===== config.mk =====
export PLATFORM = sky130hd
export DESIGN_NAME = pdm_dac_array_flat
export DESIGN_NICKNAME = d
export VERILOG_FILES = /design/src/rtl/pdm_dac_array_if.sv /design/src/rtl/pdm_dac_array.sv /design/src/flat_wrapper.sv
export SDC_FILE = /design/constraint.sdc
export NUM_CORES = 1
export LEC_CHECK = 0
export CAP_MARGIN = 10
export CELL_PAD_IN_SITES_DETAIL_PLACEMENT = 1
export CELL_PAD_IN_SITES_GLOBAL_PLACEMENT = 2
export CORE_MARGIN = 5
export CORE_UTILIZATION = 40
export CTS_CLUSTER_SIZE = 25
export DETAILED_ROUTE_END_ITERATION = 16
export GPL_TIMING_DRIVEN = 0
export HOLD_SLACK_MARGIN = 0.12
export PLACE_DENSITY = 0.9
export SLEW_MARGIN = 20
export SYNTH_ARGS = -nofsm -noshare
export SYNTH_HDL_FRONTEND = slang
export SYNTH_SLANG_ARGS = --single-unit

===== constraint.sdc =====
create_clock -name i_clk -period 9.2 [get_ports i_clk]
set_input_delay 0.92 -clock i_clk [delete_from_list [all_inputs] [get_ports i_clk]]
set_output_delay 0.92 -clock i_clk [all_outputs]
set_load 0.03 [all_outputs]

===== src/rtl/pdm_dac_array_if.sv =====
// pdm_dac_array_if
// Sample write bus for pdm_dac_array. The master presents one channel sample
// per transfer, and a transfer completes on an edge where valid and ready are both high.
//   i_wr_valid  master -> slave  write request
//   o_wr_ready  slave  -> master write may complete this cycle
//   i_wr_chan   master -> slave  target channel index
//   i_wr_data   master -> slave  sample, unsigned offset-binary
interface pdm_dac_array_if #(
  parameter int CHANNELS = 2,
  parameter int WIDTH    = 16
);
  localparam int CW = (CHANNELS > 1) ? $clog2(CHANNELS) : 1;

  logic             i_wr_valid;
  logic             o_wr_ready;
  logic [CW-1:0]    i_wr_chan;
  logic [WIDTH-1:0] i_wr_data;

  modport master (output i_wr_valid, i_wr_chan, i_wr_data, input o_wr_ready);
  modport slave  (input i_wr_valid, i_wr_chan, i_wr_data, output o_wr_ready);
endinterface


===== src/rtl/pdm_dac_array.sv =====
// pdm_dac_array
// Multi-channel sigma-delta PDM DAC. The design writes samples into per-channel
// shadow registers. A commit copies every shadow register into the active
// registers in the same cycle. Each channel has its own 1st- or 2nd-order
// modulator, and all modulators advance on the shared clock enable.
//   i_clk     system clock
//   i_res     synchronous active-low reset
//   i_ce      modulator clock enable
//   bus       sample write bus (slave side of pdm_dac_array_if)
//   i_commit  shadow -> active transfer, write-through for a same-cycle write
//   i_mute    substitute MUTE_CODE for every channel input
//   o_dac     one PDM bit per channel
//   o_err     sticky flag for a write to a channel index that does not exist
//   o_sat     one-cycle pulse when any 2nd-order integrator clipped
module pdm_dac_array #(
  parameter int              CHANNELS  = 2,
  parameter int              WIDTH     = 16,
  parameter int              ORDER     = 2,
  parameter int              GUARD     = 4,
  parameter logic [WIDTH-1:0] MUTE_CODE = {1'b1, {(WIDTH-1){1'b0}}}
) (
  input  logic                i_clk,
  input  logic                i_res,
  input  logic                i_ce,
  pdm_dac_array_if.slave      bus,
  input  logic                i_commit,
  input  logic                i_mute,
  output logic [CHANNELS-1:0] o_dac,
  output logic                o_err,
  output logic                o_sat
);

  localparam int CW    = (CHANNELS > 1) ? $clog2(CHANNELS) : 1;
  localparam int NSLOT = 2 ** CW;

  // The channel field can encode more indices than there are channels.
  // This table marks which encodings are real channels.
  function automatic logic [NSLOT-1:0] chan_ok_mask();
    logic [NSLOT-1:0] m;
    for (int i = 0; i < NSLOT; i++) m[i] = (i < CHANNELS);
    return m;
  endfunction
  localparam logic [NSLOT-1:0] CHAN_OK = chan_ok_mask();

  logic                r_rdy_arm;
  logic                r_wr_ready;
  logic                r_err;
  logic                r_sat;
  logic [CHANNELS-1:0] r_dac;
  logic [WIDTH-1:0]    r_shadow [CHANNELS];
  logic [WIDTH-1:0]    r_active [CHANNELS];

  logic                w_wr_fire;
  logic                w_chan_ok;
  logic [CHANNELS-1:0] w_wr_hit;
  logic [CHANNELS-1:0] w_dac_next;
  logic [CHANNELS-1:0] w_sat_ch;

  assign w_wr_fire = bus.i_wr_valid & r_wr_ready;
  assign w_chan_ok = CHAN_OK[bus.i_wr_chan];

  always_comb begin
    w_wr_hit = '0;
    for (int k = 0; k < CHANNELS; k++)
      w_wr_hit[k] = w_wr_fire & w_chan_ok & (bus.i_wr_chan == CW'(k));
  end

  // Ready is held low for the reset cycle and for one further cycle after
  // reset is released.
  always_ff @(posedge i_clk) begin
    if (!i_res) begin
      r_rdy_arm  <= 1'b0;
      r_wr_ready <= 1'b0;
    end else begin
      r_rdy_arm  <= 1'b1;
      r_wr_ready <= r_rdy_arm;
    end
  end

  always_ff @(posedge i_clk) begin
    if (!i_res) begin
      r_err <= 1'b0;
      for (int k = 0; k < CHANNELS; k++) begin
        r_shadow[k] <= '0;
        r_active[k] <= '0;
      end
    end else begin
      if (w_wr_fire && !w_chan_ok) r_err <= 1'b1;
      for (int k = 0; k < CHANNELS; k++) begin
        if (w_wr_hit[k]) r_shadow[k] <= bus.i_wr_data;
        if (i_commit)    r_active[k] <= w_wr_hit[k] ? bus.i_wr_data : r_shadow[k];
      end
    end
  end

  for (genvar k = 0; k < CHANNELS; k++) begin : g_ch
    logic [WIDTH-1:0] w_x;
    assign w_x = i_mute ? MUTE_CODE : r_active[k];

    if (ORDER == 1) begin : g_o1
      logic [WIDTH-1:0] r_acc;
      logic [WIDTH:0]   w_sum;
      assign w_sum = {1'b0, r_acc} + {1'b0, w_x};

      always_ff @(posedge i_clk) begin
        if (!i_res)    r_acc <= '0;
        else if (i_ce) r_acc <= w_sum[WIDTH-1:0];
      end

      assign w_dac_next[k] = w_sum[WIDTH];
      assign w_sat_ch[k]   = 1'b0;
    end else if (ORDER == 2) begin : g_o2
      localparam int IW = WIDTH + GUARD + 2;
      // The sums are 2 bits wider than the integrators, so the sum of three
      // terms cannot wrap before the clip compares it with the limits.
      localparam int SW = IW + 2;
      localparam logic signed [SW-1:0] LIM_HI = {3'b000, {(IW-1){1'b1}}};
      localparam logic signed [SW-1:0] LIM_LO = {3'b111, {(IW-1){1'b0}}};
      localparam logic signed [SW-1:0] FB     =
        {{(SW-WIDTH-1){1'b0}}, 1'b1, {WIDTH{1'b0}}};

      logic signed [IW-1:0] r_i1, r_i2;
      logic signed [SW-1:0] w_x_ext, w_fb, w_s1, w_s2;
      logic signed [IW-1:0] w_i1n, w_i2n;
      logic                 w_hi1, w_lo1, w_hi2, w_lo2;

      assign w_x_ext = signed'({{(SW-WIDTH){1'b0}}, w_x});
      assign w_fb    = r_dac[k] ? FB : '0;

      assign w_s1  = signed'({{2{r_i1[IW-1]}}, r_i1}) + w_x_ext - w_fb;
      assign w_hi1 = (w_s1 > LIM_HI);
      assign w_lo1 = (w_s1 < LIM_LO);
      assign w_i1n = w_hi1 ? LIM_HI[IW-1:0] : (w_lo1 ? LIM_LO[IW-1:0] : w_s1[IW-1:0]);

      assign w_s2  = signed'({{2{r_i2[IW-1]}}, r_i2}) + signed'({{2{w_i1n[IW-1]}}, w_i1n}) - w_fb;
      assign w_hi2 = (w_s2 > LIM_HI);
      assign w_lo2 = (w_s2 < LIM_LO);
      assign w_i2n = w_hi2 ? LIM_HI[IW-1:0] : (w_lo2 ? LIM_LO[IW-1:0] : w_s2[IW-1:0]);

      always_ff @(posedge i_clk) begin
        if (!i_res) begin
          r_i1 <= '0;
          r_i2 <= '0;
        end else if (i_ce) begin
          r_i1 <= w_i1n;
          r_i2 <= w_i2n;
        end
      end

      // The compare is strictly greater than zero, so a zero input gives a
      // constant-zero bitstream.
      assign w_dac_next[k] = !w_i2n[IW-1] && (w_i2n != '0);
      assign w_sat_ch[k]   = w_hi1 | w_lo1 | w_hi2 | w_lo2;
    end else begin : g_bad_order
      $error("pdm_dac_array: ORDER must be 1 or 2");
      assign w_dac_next[k] = 1'b0;
      assign w_sat_ch[k]   = 1'b0;
    end
  end

  always_ff @(posedge i_clk) begin
    if (!i_res) begin
      r_dac <= '0;
      r_sat <= 1'b0;
    end else begin
      r_sat <= i_ce & (|w_sat_ch);
      if (i_ce) r_dac <= w_dac_next;
    end
  end

  assign bus.o_wr_ready = r_wr_ready;
  assign o_dac          = r_dac;
  assign o_err          = r_err;
  assign o_sat          = r_sat;

endmodule

===== src/flat_wrapper.sv =====
// flat-port wrapper written by rule: the top's interface ports become plain ports
module pdm_dac_array_flat 
#(
  parameter int              CHANNELS  = 2,
  parameter int              WIDTH     = 16,
  parameter int              ORDER     = 2,
  parameter int              GUARD     = 4,
  parameter logic [WIDTH-1:0] MUTE_CODE = {1'b1, {(WIDTH-1){1'b0}}}
)
  (i_clk, i_res, i_ce, i_commit, i_mute, o_dac, o_err, o_sat, bus_i_wr_valid, bus_i_wr_chan, bus_i_wr_data, bus_o_wr_ready);
  pdm_dac_array_if #(.CHANNELS(CHANNELS), .WIDTH(WIDTH)) bus_i ();
  input  logic i_clk;
  input  logic i_res;
  input  logic i_ce;
  input  logic i_commit;
  input  logic i_mute;
  output logic [CHANNELS-1:0] o_dac;
  output logic o_err;
  output logic o_sat;
  input wire logic [$bits(bus_i.i_wr_valid)-1:0] bus_i_wr_valid;
  input wire logic [$bits(bus_i.i_wr_chan)-1:0] bus_i_wr_chan;
  input wire logic [$bits(bus_i.i_wr_data)-1:0] bus_i_wr_data;
  output wire logic [$bits(bus_i.o_wr_ready)-1:0] bus_o_wr_ready;
  assign bus_i.i_wr_valid = bus_i_wr_valid;
  assign bus_i.i_wr_chan = bus_i_wr_chan;
  assign bus_i.i_wr_data = bus_i_wr_data;
  assign bus_o_wr_ready = bus_i.o_wr_ready;
  pdm_dac_array #(.CHANNELS(CHANNELS), .WIDTH(WIDTH), .ORDER(ORDER), .GUARD(GUARD), .MUTE_CODE(MUTE_CODE)) u_core (.i_clk(i_clk), .i_res(i_res), .i_ce(i_ce), .bus(bus_i), .i_commit(i_commit), .i_mute(i_mute), .o_dac(o_dac), .o_err(o_err), .o_sat(o_sat));
endmodule

# Word-level counts from Yosys, hierarchy flattened

Memories as Yosys holds them, arrays and structs flattened.
Cells that the tools add are included.

Muxes and demuxes: 30
Reductions and logical operators: 9
Add/sub/neg operators: 8
Magnitude comparators: 9
Bitwise gates (word level): 16

Operator list:

| operator                                                     | count |
|---|---|
| two-way mux 22 bit                                           | 8 |
| two-way mux 16 bit                                           | 8 |
| > comparator 24 x 22 -> 1 bit, second input constant         | 4 |
| less-than comparator 24 x 22 -> 1 bit, second input constant | 4 |
| subtractor 24 bit                                            | 4 |
| adder 22 x 17 -> 23 bit                                      | 2 |
| adder 22 x 22 -> 23 bit                                      | 2 |
| nonzero test 22 bit                                          | 2 |
| two-way mux 17 bit                                           | 2 |
| two-way mux 1 bit                                            | 12 |
| OR 1 bit                                                     | 10 |
| AND 1 bit                                                    | 5 |
| logical AND 1 bit                                            | 3 |
| zero test 1 bit                                              | 3 |
| less-than comparator 1 x 2 -> 1 bit, second input constant   | 1 |
| OR reduction 2 bit                                           | 1 |
| NOT 1 bit                                                    | 1 |

Bits of input ports: 23
Memories kept: 2
Output and inout port bits: 5
Register bits: 94
Memory bits (writable): 64
Word-level logic and storage cells: 83

Memory list:

| memory          | words | bits a word | read ports | clocked after memory_dff | write ports | RTL line            | RTL |
|---|---|---|---|---|---|---|---|
| u_core.r_active | 2     | 16          | 2          | 0                        | 2           | pdm_dac_array.sv:51 | `logic [WIDTH-1:0] r_active [CHANNELS];` |
| u_core.r_shadow | 2     | 16          | 2          | 0                        | 2           | pdm_dac_array.sv:50 | `logic [WIDTH-1:0] r_shadow [CHANNELS];` |

# Longest topological paths before layout

Gate-level depths: netlist of run 1.
An unclocked memory read counts as a cell.

Depth in word-level cells: 14
Depth in mapped cells: 42
Mapped depth without buffers: 40

# Worst setup path before layout of run 1

Ideal clock, no wire load.

Path type: input port to flip-flop
Start point: input i_mute
End point: register u_core.r_dac[0] (netlist: u_core.o_dac[0])
Buffers on the path: 2
Path slack: 818 ps
Arrival time: 8,254 ps
Stages on the path: 42
Library setup time: 128 ps
Required time: 9,072 ps
Cells stage by stage: clkbuf_1 > nor2b_1 > ha_1 > inv_1 > fa_1 > nand2b_1 > a21oi_1 > o2111ai_1 > nand3_1 > a21oi_1 > nor2b_1 > o21a_1 > o31ai_1 > ha_1 > ha_1 > nand2b_1 > mux2_2 > a21o_1 > (+6 left out) > nor2b_4 > o211ai_2 > a31oi_2 > o21a_1 > a21o_1 > a21oi_1 > o21bai_1 > a21oi_1 > xor2_1 > ha_1 > ha_1 > and4b_1 > nand3_1 > or4_1 > nor3_1 > nand3b_1 > nor4_1 > a21boi_0

Word-level cells in the longest chain between the ends: 13
Elaborated cells between the ends (all ways): 16
Those cells by class: 4 x add/sub; 4 x order compare; 5 x mux; 3 x reduce/logical

RTL lines:

| element                                                | RTL line             | RTL |
|---|---|---|
| start: declaration                                     | flat_wrapper.sv:16   | `input logic i_mute;` |
| two-way mux 16 bit *                                   | pdm_dac_array.sv:98  | `assign w_x = i_mute ? MUTE_CODE : r_active[k];` |
| adder 22 x 17 -> 23 bit *                              | pdm_dac_array.sv:130 | `assign w_s1 = signed'({{2{r_i1[IW-1]}}, r_i1}) + w_x_ext - w_fb;` |
| subtractor 24 bit *                                    | pdm_dac_array.sv:130 |  |
| less-than comparator 24 x 22 -> 1 bit                  | pdm_dac_array.sv:132 | `assign w_lo1 = (w_s1 < LIM_LO);` |
| two-way mux 22 bit                                     | pdm_dac_array.sv:133 | `assign w_i1n = w_hi1 ? LIM_HI[IW-1:0] : (w_lo1 ? LIM_LO[IW-1:0] : w_s1[IW-1:0]);` |
| two-way mux 22 bit *                                   | pdm_dac_array.sv:133 |  |
| named net u_core.g_ch[0].g_o2.w_i1n[0]                 | pdm_dac_array.sv:124 | `logic signed [IW-1:0] w_i1n, w_i2n;` |
| adder 22 x 22 -> 23 bit *                              | pdm_dac_array.sv:135 | `assign w_s2 = signed'({{2{r_i2[IW-1]}}, r_i2}) + signed'({{2{w_i1n[IW-1]}}, w_i1n}) - w_fb;` |
| subtractor 24 bit *                                    | pdm_dac_array.sv:135 |  |
| less-than comparator 24 x 22 -> 1 bit                  | pdm_dac_array.sv:137 | `assign w_lo2 = (w_s2 < LIM_LO);` |
| two-way mux 22 bit                                     | pdm_dac_array.sv:138 | `assign w_i2n = w_hi2 ? LIM_HI[IW-1:0] : (w_lo2 ? LIM_LO[IW-1:0] : w_s2[IW-1:0]);` |
| two-way mux 22 bit *                                   | pdm_dac_array.sv:138 |  |
| nonzero test 22 bit or zero test 1 bit (tied branches) | pdm_dac_array.sv:152 | `assign w_dac_next[k] = !w_i2n[IW-1] && (w_i2n != '0);` |
| logical AND 1 bit *                                    | pdm_dac_array.sv:152 |  |
| end signal: assignment                                 | pdm_dac_array.sv:167 | `if (i_ce) r_dac <= w_dac_next;` |
| end: declaration                                       | pdm_dac_array.sv:49  | `logic [CHANNELS-1:0] r_dac;` |

The timed path passes the listed nets; every way through them passes the cells marked *.
A chain may end at the register's enable or synchronous reset.

# Worst setup path after layout of run 1

Same ends and word-level chain as after synthesis.

==> results.sh, run 1 <==
export IMPL_status="finished, final reports clean"
export IMPL_setup_ws_ns=0.388
export IMPL_max_stage_delay_ns=0.44
export IMPL_crit_slowest_cell="or4_1"
export IMPL_placed_cells=1768
export IMPL_synth_seq_cells=157
export IMPL_drv_cap=0
export IMPL_postLayoutCellArea_sq_um=13300
export IMPL_dpl_cell_area_sq_um=12300
export IMPL_switching_power_w=0.00157
export IMPL_ff2ff_path_depth=40
export IMPL_synth_common_cells="200 x nand2_1, 121 x a21oi_1, 93 x dfxtp_1, 84 x ha_1, 84 x o21ai_0"
export IMPL_io_buffer_count=25
export IMPL_synth_main_ff_cell="dfxtp_1"
export IMPL_place_congestion=0.858
export IMPL_syn_area_sq_um=11600
export IMPL_fin_crit_ns=8.81
export IMPL_power_total_w=0.00356
export IMPL_dr_pass1_iters=5
export IMPL_hold_viol_final=0
export IMPL_slew_viol_final=0
export IMPL_grt_pass1_wl_microns=58300
export IMPL_vias=10400
export IMPL_start_kind="primary input"
export IMPL_synth_edf_count=64
export IMPL_ir_worst_vdd_mv=0.123
export IMPL_combPwrFrac=0.540
export IMPL_ys_types=98
export IMPL_synth_area_leaders="edfxtp_1 17%, dfxtp_1 16%, ha_1 9.1%, nand2_1 6.5%, a21oi_1 5.2%"
export IMPL_stdcell_count=1813
export IMPL_pre_cts_slack_ns=-2.17
export IMPL_nets=1527
export IMPL_hp_class="reg2reg"
export IMPL_yosysMostFrequentCell="nand2_1"
export IMPL_p_int_w=0.00199
export IMPL_highest_layer="met4"
export IMPL_num_fill_cells=3377
export IMPL_power_frac_clock=0.207
export IMPL_area_delta_synth_final_pct=14.3
export IMPL_grtUsageTotal=0.219
export IMPL_yosysWarnings=0
export IMPL_synthArstFlopShare=0
export IMPL_critical_path_endpoint_type="flop"
export IMPL_switching_share=0.442
export IMPL_tns_ns=0
export IMPL_drt_total_wl_microns=36000
export IMPL_crit_required_ns=9.50
export IMPL_synth_top_area_cell="edfxtp_1"
export IMPL_initial_core_util=0.405
export IMPL_clk_pin_slew_ns=0.07
export IMPL_drc=0
export IMPL_max_clock_freq_mhz=113
export IMPL_die_area_sq_um=32500
export IMPL_yosysSeqAreaShare=0.326
export IMPL_drt_iter0_drc=393
export IMPL_cts_max_path_buffers=2
export IMPL_fin_skew_ns=0.0109
export IMPL_drive_gt1_frac=0.116
export IMPL_worst_path_max_fanout=10
export IMPL_min_path_cells=1
export IMPL_antenna_found_initial=0
export IMPL_clock_sinks=157
export IMPL_cts_buffers=17
export IMPL_grt_overflow_total=0
export IMPL_cts_hold_fix_buffers=0
export IMPL_grt_pass1_vias=10700
export IMPL_dieHeight_microns=180
export IMPL_power_density_nw_per_um2=269
export IMPL_arrival_ns=9.11
export IMPL_grt_max_degree=33
export IMPL_p_leak_nw=5.49
export IMPL_rows=62
export IMPL_post_drt_wl_per_cell_microns=19.9
export IMPL_clk_latency_ns=0.44
export IMPL_wl_met2_microns=17300
export IMPL_die_x_microns=180
export IMPL_synth_fp_nets=1470
export IMPL_num_io_pins=28
export IMPL_timing_worst_setup_path_type="in2reg"
export IMPL_tightest_slew_ns=0.774
export IMPL_fin_crit_sh=0.958
export IMPL_cts_root_buf="clkbuf_16"
export IMPL_h_tree_depth=4
export IMPL_met3_length_microns=823
export IMPL_core_sq_um=28600
export IMPL_antennaDiodeCount=0
export IMPL_syn_inst=1359
export IMPL_postRouteAntennaNets=0
export IMPL_synth_top_area_share=0.166
export IMPL_max_slew_margin=0.484
export IMPL_setup_viol=0
export IMPL_post_dp_hpwl_microns=27900
export IMPL_cts_tree="yes"
export IMPL_avgSynthCellArea_sq_um=8.53
export IMPL_met1_length_microns=17400
export IMPL_seqPwrFrac=0.253
export IMPL_viasPerCell=5.72
power groups by stage:
stage / sequential (W) / clock [W] / combinational [W]
final: 0.000901 / 0.000735 / 0.00192
after global routing: 0.000912 / 0.000784 / 0.00212
after CTS: 0.000899 / 0.000744 / 0.00188
after detailed placement: 0.000913 / 0 / 0.00183
after global placement: 0.000910 / 0 / 0.00179
after floorplan: 0.000897 / 0 / 0.00139
cell families (layout without fill, tap and decap cells):
group | after synthesis | count (layout) | share of synthesized area
AO/OA/AOI/OAI | 443 | 443 | 0.266
XOR/XNOR | 71 | 71 | 0.0537
adder cells (fa/ha/maj) | 88 | 88 | 0.0976
buffers and inverters | 93 | 163 | 0.0370
flip-flops | 157 | 157 | 0.326
multiplexers | 8 | 8 | 0.00734
other | 1 | 1 | 0.000324
AND/OR/NAND/NOR | 498 | 498 | 0.212
registers in the layout, indices dropped and copies added (netlist names):
signal	cells
u_core.o_dac	2
u_core.g_ch.g_o2.r_i2	44
u_core.r_rdy_arm	1
u_core.bus.o_wr_ready	1
u_core.o_sat	1
u_core.r_shadow	32
u_core.r_active	32
u_core.g_ch.g_o2.r_i1	44
stage by stage:
step	utilization	hold WS [ns]
floorplan	-	0.412
finish	0.463	0.459
global route	0.463	0.500
CTS	0.457	0.463
global placement	0.430	0.419
detailed placement	0.431	0.440
path summary, 6_finish.rpt:
path | from | endpoint | slack (ns)
setup / recovery | i_mute | u_core.o_dac[0]$_SDFFE_PN0P_ | 0.39
hold reg to reg | u_core.r_rdy_arm$_DFF_P_ | u_core.bus.o_wr_ready$_SDFF_PN0_ | 0.46
hold / removal | u_core.r_rdy_arm$_DFF_P_ | u_core.bus.o_wr_ready$_SDFF_PN0_ | 0.46
setup reg to reg | u_core.r_active[0][6]$_SDFFCE_PN0P_ | u_core.o_dac[0]$_SDFFE_PN0P_ | 1.03
layout by cell type (no fill, tap or decap), drive strengths merged, types with 35 or more instances in the layout:
cell type | Yosys | routed
ha | 84 | 84
a21oi | 137 | 137
nor2b | 40 | 40
o21ai | 98 | 98
buf | 28 | 43
dfxtp | 93 | 93
a21o | 37 | 37
nand3 | 35 | 35
xnor2 | 46 | 46
nand2 | 201 | 201
edfxtp | 64 | 64
nor2 | 80 | 80
clkbuf | 43 | 60
and2 | 35 | 35
critical path: cells and delay by family:
kind / cells / cell delay (ns)
AO/OA/AOI/OAI: 16 / 2.77
AND/OR/NAND/NOR: 12 / 2.05
adder cells (fa/ha/maj): 7 / 2.02
buffers and inverters: 5 / 0.90
multiplexers: 1 / 0.28
XOR/XNOR: 1 / 0.16
repair_timing:
action / 4_1_cts / 5_1_grt
buffers inserted: 7 / 7
pin swaps: 7 / 12
resized for setup: 30 / 27
endpoints found under the setup margin: 25 / 23
cell type report:
| class | instances | area (sq um) | area share |
|---|---|---|---|
| plain buffers | 70 | 378 | 0.0285 |
| repair buffers | 39 | 354 | 0.0267 |
| multi-input cells | 1109 | 7580 | 0.572 |
| clock buffers | 19 | 433 | 0.0327 |
| inverters | 22 | 82.6 | 0.00623 |
| flip-flops and latches | 157 | 3780 | 0.286 |
| well taps | 384 | 480 | 0.0363 |
| clock inverters | 13 | 158 | 0.0119 |
per-layer routing:
metal  GRT usage  vias up
met4      0.0496        0
li1            -     5097
met1       0.303     5116
met3      0.0250       34
met2       0.370      124
met5           0        -
Note: power is estimated with default switching activity, not from simulation.
==> run 2: changes to the inputs <==
--- a/config.mk
+++ b/config.mk
@@ -10,11 +10,10 @@
 export CELL_PAD_IN_SITES_GLOBAL_PLACEMENT = 2
 export CORE_MARGIN = 5
-export CORE_UTILIZATION = 40
+export CORE_UTILIZATION = 36
 export CTS_CLUSTER_SIZE = 25
 export DETAILED_ROUTE_END_ITERATION = 16
 export GPL_TIMING_DRIVEN = 0
 export HOLD_SLACK_MARGIN = 0.12
-export PLACE_DENSITY = 0.9
-export SLEW_MARGIN = 20
+export PLACE_DENSITY = 0.86
 export SYNTH_ARGS = -nofsm -noshare
 export SYNTH_HDL_FRONTEND = slang
==> constraint.sdc (replaced) <==
create_clock -name i_clk -period 7.5 [get_ports i_clk]
set_input_delay 0.75 -clock i_clk [delete_from_list [all_inputs] [get_ports i_clk]]
set_output_delay 0.75 -clock i_clk [all_outputs]
set_load 0.01 [all_outputs]
==> run 2 against run 1 <==
Net effect: the run now ends with setup timing left; global-route usage down 0.28 points; worst setup slack worse by 0.83 ns; final cell count up 6.4%; clock power up 17%; hold slack better by 0.023 ns; critical path type unchanged; highest routed layer unchanged.
==> results.sh, run 2 (synthesis gave the netlist of run 1 again) <==
export IMPL_status="complete, but fails checks"
export IMPL_failed_checks="setup timing"
export IMPL_hp_start="u_core.g_ch[1].g_o2.r_i2[16]$_SDFFE_PN0P_"
export IMPL_hold_ws_ns=0.482
export IMPL_tightest_slew_ns=0.859
export IMPL_multiInputGateArea_sq_um=8260
export IMPL_max_clock_freq_mhz=126
export IMPL_crit_required_ns=7.83
export IMPL_postRouteAntennaNets=0
export IMPL_fin_crit_sh=1.06
export IMPL_grt_overflow_total=0
export IMPL_switching_power_w=0.00213
export IMPL_grtUsageTotal=0.216
export IMPL_dr_pass1_iters=5
export IMPL_cts_root_buf="clkbuf_16"
export IMPL_num_io_pins=28
export IMPL_fin_crit_ns=7.94
export IMPL_grt_pass1_wl_microns=62700
export IMPL_grt_pass1_vias=11400
export IMPL_cts_hold_fix_buffers=0
export IMPL_drive_gt1_frac=0.229
export IMPL_drt_iter0_drc=706
export IMPL_regToRegEndpoint="u_core.o_dac[0]$_SDFFE_PN0P_"
export IMPL_seqPwrFrac=0.232
export IMPL_final_util=0.470
export IMPL_antenna_found_initial=0
export IMPL_ff2ff_path_depth=41
export IMPL_combPwrFrac=0.588
export IMPL_power_frac_clock=0.179
export IMPL_die_x_microns=189
export IMPL_holdPathEnd="u_core.g_ch[1].g_o2.r_i2[16]$_SDFFE_PN0P_"
export IMPL_mostFrequentLayoutCells="191 x nand2_1, 109 x a21oi_1, 98 x buf_4"
export IMPL_max_stage_delay_ns=0.45
export IMPL_clock_sinks=157
export IMPL_antennaDiodeCount=0
export IMPL_arrival_ns=8.27
export IMPL_switching_share=0.442
export IMPL_cts_max_path_buffers=2
export IMPL_cts_buffers=17
export IMPL_start_kind="primary input"
export IMPL_cts_tree="yes"
export IMPL_hold_viol_final=0
export IMPL_fin_skew_ns=0.0113
export IMPL_core_sq_um=31600
export IMPL_post_drt_wl_per_cell_microns=21.3
export IMPL_min_path_cells=2
export IMPL_crit_slowest_cell="or4_4"
export IMPL_h_tree_depth=4
export IMPL_power_density_nw_per_um2=323
export IMPL_hp_class="reg2reg"
export IMPL_reg2reg_slack_ns=-0.29
export IMPL_drt_total_wl_microns=41100
export IMPL_reg_largest_list="u_core.g_ch.g_o2.r_i1 x44, u_core.g_ch.g_o2.r_i2 x44"
export IMPL_clk_pin_slew_ns=0.07
export IMPL_rsz0062_at_grt="yes"
export IMPL_die_area_sq_um=35900
export IMPL_post_dp_hpwl_microns=28400
export IMPL_timing_worst_setup_path_type="in2reg"
export IMPL_io_buffer_count=25
export IMPL_regArea_sq_um=3780
export IMPL_max_slew_margin=0.424
export IMPL_vias=11100
export IMPL_nets=1626
export IMPL_rows=65
export IMPL_setup_ws_ns=-0.443
export IMPL_dieHeight_microns=189
export IMPL_slew_viol_final=0
export IMPL_place_congestion=0.849
export IMPL_critical_path_endpoint_type="flop"
export IMPL_initial_core_util=0.366
export IMPL_worst_path_max_fanout=6
export IMPL_layout_commonest_cell="nand2_1"
export IMPL_p_int_w=0.00268
export IMPL_power_total_w=0.00481
export IMPL_drc=0
export IMPL_p_leak_nw=6.13
export IMPL_viasPerCell=5.76
export IMPL_ir_worst_vdd_mv=0.135
export IMPL_grt_max_degree=23
export IMPL_regToRegStartpoint="u_core.r_active[0][0]$_SDFFCE_PN0P_"
export IMPL_clk_latency_ns=0.44
export IMPL_setup_viol=25
export IMPL_area_delta_synth_final_pct=28.4
export IMPL_drv_cap=0
export IMPL_num_fill_cells=3641
-- run 2: cell count changes in the layout (fill, tap and decap cells not counted), moves of 7 or more --
| cell | previous run | this run |
|---|---|---|
| ha_1 | 78 | 57 |
| buf_6 | 8 | 21 |
| nand2_2 | 1 | 8 |
| buf_4 | 17 | 98 |
| ha_4 | 0 | 14 |
| nor2b_1 | 36 | 28 |
| nand2_1 | 200 | 191 |
| ha_2 | 6 | 13 |
-- run 2: final cells by class --
type                       instances  area share
sequential                       157       0.254
tap                              402      0.0338
clock buffer                      18      0.0288
buffer                            67      0.0299
multi-input combinational       1110       0.555
clock inverter                    13     0.00875
inverter                          22     0.00572
timing repair buffer             140      0.0832
-- run 2: power groups by stage --
stage	Combinational, W	Sequential (W)	Clock [W]
floorplan	0.00172	0.00109	0
global placement	0.00222	0.00112	0
detailed placement	0.00227	0.00112	0
CTS	0.00257	0.00111	0.000871
global route	0.00307	0.00113	0.000912
finish	0.00283	0.00112	0.000862
-- run 2: layer usage --
metal	track usage	vias up	routed length, microns
li1	-	5279	-
met1	0.289	5576	19000
met2	0.372	199	20100
met3	0.0232	57	990
met4	0.0612	0	941
met5	0	-	0
-- run 2: per-stage QoR --
stage	TNS (ns)	instances	setup slack, ns	cell area, sq um
after global routing	-11.62	1929	-0.570	14900
after CTS	-3.70	1894	-0.406	14200
final	-7.98	1929	-0.443	14900
after detailed placement	-80.61	1787	-2.35	12500
after floorplan	-0.0339	1359	-0.0303	11700
after global placement	-75.61	1786	-2.29	12500
-- run 2: worst max-delay path by stage --
stage / from / to / cells after the start
floorplan: i_mute / u_core.o_dac[0]$_SDFFE_PN0P_ / 42
global placement: i_mute / u_core.o_dac[0]$_SDFFE_PN0P_ / 42
detailed placement: i_mute / u_core.o_dac[0]$_SDFFE_PN0P_ / 39
CTS: i_mute / u_core.o_dac[0]$_SDFFE_PN0P_ / 42
global route: i_mute / u_core.o_dac[0]$_SDFFE_PN0P_ / 43
finish: i_mute / u_core.o_dac[0]$_SDFFE_PN0P_ / 43
-- run 2: what timing repair did --
action	in CTS	in global routing
resized for setup	127	69
gates cloned	2	1
pin swaps	62	65
endpoints found under the setup margin	47	42
setup buffers	74	40
-- run 2: worst max-delay path: cells and delay by family --
kind | cells | cell delay (ns)
adder cells (fa/ha/maj) | 7 | 1.85
XOR/XNOR | 1 | 0.16
buffers and inverters | 7 | 0.81
AO/OA/AOI/OAI | 16 | 2.53
AND/OR/NAND/NOR | 12 | 2.13
==> run 3: changes to the inputs <==
- PLACE_DENSITY: 0.86 -> 0.87
- REMOVE_ABC_BUFFERS: not set -> 1
==> run 3 against run 2 <==
Net effect: the run still ends with setup timing left; final cell count is 4.8% lower; largest cell class unchanged; die area stayed put; design area is 3.5% lower; via count is 4.1% lower; non-clock buffer count is 96 lower; first-iteration DRC count is 22% lower; combinational power is 3% lower; utilization is 1.7 points lower; count of clock-buffer cells in the layout stayed put; clock skew is 0.0018 ns higher; critical path type unchanged; largest power group unchanged; sequential cell count stayed put; global-route usage is 2.5 points lower.
==> results.sh, run 3 (synthesis gave the netlist of run 1 again) <==
export IMPL_slew_viol_final=0
export IMPL_grtUsageTotal=0.191
export IMPL_status="complete, but fails checks"
export IMPL_tns_ns=-0.313
export IMPL_hold_ws_ns=0.444
export IMPL_crit_required_ns=7.83
export IMPL_arrival_ns=8.06
export IMPL_dr_pass1_iters=5
export IMPL_hp_class="reg2reg"
export IMPL_crit_slowest_cell="or4_1"
export IMPL_place_congestion=0.822
export IMPL_post_dp_hpwl_microns=23900
export IMPL_cts_buffers=17
export IMPL_critical_path_endpoint_type="flop"
export IMPL_setup_ws_ns=-0.233
export IMPL_drt_total_wl_microns=37700
export IMPL_rsz0062_at_grt="yes"
export IMPL_start_kind="primary input"
export IMPL_max_stage_delay_ns=0.56
export IMPL_power_density_nw_per_um2=334
export IMPL_postRouteAntennaNets=0
export IMPL_antenna_found_initial=0
export IMPL_die_area_sq_um=35900
export IMPL_post_drt_wl_per_cell_microns=20.5
export IMPL_reg_largest_list="u_core.g_ch.g_o2.r_i1 x44, u_core.g_ch.g_o2.r_i2 x44"
export IMPL_grt_max_degree=79
export IMPL_cts_max_path_buffers=2
export IMPL_viasPerCell=5.80
export IMPL_h_tree_depth=4
export IMPL_mostFrequentLayoutCells="190 x nand2_1, 110 x a21oi_1, 93 x dfxtp_1"
export IMPL_initial_core_util=0.366
export IMPL_rows=65
export IMPL_ir_worst_vdd_mv=0.135
export IMPL_highest_layer="met4"
export IMPL_clk_pin_slew_ns=0.08
export IMPL_timing_worst_setup_path_type="in2reg"
export IMPL_core_sq_um=31600
export IMPL_max_clock_freq_mhz=129
export IMPL_fin_crit_sh=1.03
export IMPL_hold_viol_final=0
export IMPL_dpl_cell_area_sq_um=12100
export IMPL_max_slew_margin=0.225
export IMPL_p_leak_nw=5.86
export IMPL_die_x_microns=189
export IMPL_failed_checks="setup timing"
export IMPL_worst_path_max_fanout=8
export IMPL_vias=10700
export IMPL_drive_gt1_frac=0.203
export IMPL_cts_hold_fix_buffers=0
export IMPL_met3_length_microns=962
export IMPL_clk_latency_ns=0.44
export IMPL_grt_overflow_total=0
export IMPL_antennaDiodeCount=0
export IMPL_tightest_slew_ns=1.16
export IMPL_cts_root_buf="clkbuf_16"
export IMPL_fin_crit_ns=7.73
export IMPL_wl_met2_microns=19000
export IMPL_clock_sinks=157
export IMPL_pre_cts_slack_ns=-3.33
export IMPL_dieHeight_microns=189
export IMPL_met1_length_microns=17300
export IMPL_final_util=0.454
export IMPL_io_buffer_count=26
export IMPL_fin_skew_ns=0.0131
export IMPL_area_delta_synth_final_pct=23.8
export IMPL_num_io_pins=28
export IMPL_postLayoutCellArea_sq_um=14300
export IMPL_grt_pass1_wl_microns=56200
export IMPL_nets=1533
export IMPL_drv_cap=0
export IMPL_cts_tree="yes"
export IMPL_layout_commonest_cell="nand2_1"
export IMPL_grt_pass1_vias=10700
export IMPL_drc=0
export IMPL_ff2ff_path_depth=37
export IMPL_setup_viol=8
export IMPL_drt_iter0_drc=552
export IMPL_min_path_cells=1
-- run 3: metal layers --
metal  vias up  global-route usage
met5         -                   0
met3        30              0.0282
met4         0              0.0364
met1      5355               0.251
li1       5125                   -
met2       149               0.336
-- run 3: area by class of cell --
class,instances,area (sq um)
Fill cell,3581,17300
Multi-Input combinational cell,1113,8280
Sequential cell,157,3780
Timing Repair Buffer,111,1100
Tap cell,402,503
Clock buffer,18,429
Clock inverter,14,169
Inverter,22,82.6
-- run 3: stage by stage --
step / std cells / power [W]
floorplan: 1288 / 0.00274
CTS: 1788 / 0.00439
global placement: 1716 / 0.00324
finish: 1837 / 0.00480
detailed placement: 1719 / 0.00331
global route: 1837 / 0.00508
-- run 3: critical path, delay by kind of cell --
family | cells | cell delay, ns
buffers and inverters | 5 | 0.53
AOI/OAI and AO/OA | 12 | 2.03
xor gates and xnor gates | 1 | 0.16
adders and majority gates | 7 | 1.75
and+or+nand+nor | 13 | 2.78
-- run 3: repair_timing --
item	CTS	global route
endpoints found under the hold margin	0	0
endpoints found under the setup margin	47	46
cloned	2	4
buffers inserted	35	45
pin swaps	25	57
resized for setup	78	99
-- run 3: power breakdown --
group / leakage (nW) / switching (W) / total, W / internal (W)
logic: 4.10 / 0.00161 / 0.00275 / 0.00114
clock network: 0.294 / 0.000438 / 0.000918 / 0.000479
registers: 1.47 / 0.000105 / 0.00113 / 0.00102
total: 5.86 / 0.00215 / 0.00480 / 0.00264
-- run 3: path summary, 6_finish.rpt --
kind,start,endpoint,slack (ns)
worst max-delay path,i_mute,u_core.o_dac[1]$_SDFFE_PN0P_,-0.23
worst min register to register,u_core.r_rdy_arm$_DFF_P_,u_core.bus.o_wr_ready$_SDFF_PN0_,0.44
worst max register to register,u_core.r_active[0][16]$_SDFFCE_PN0P_,u_core.o_dac[1]$_SDFFE_PN0P_,-0.14
worst min-delay path,u_core.r_rdy_arm$_DFF_P_,u_core.bus.o_wr_ready$_SDFF_PN0_,0.44
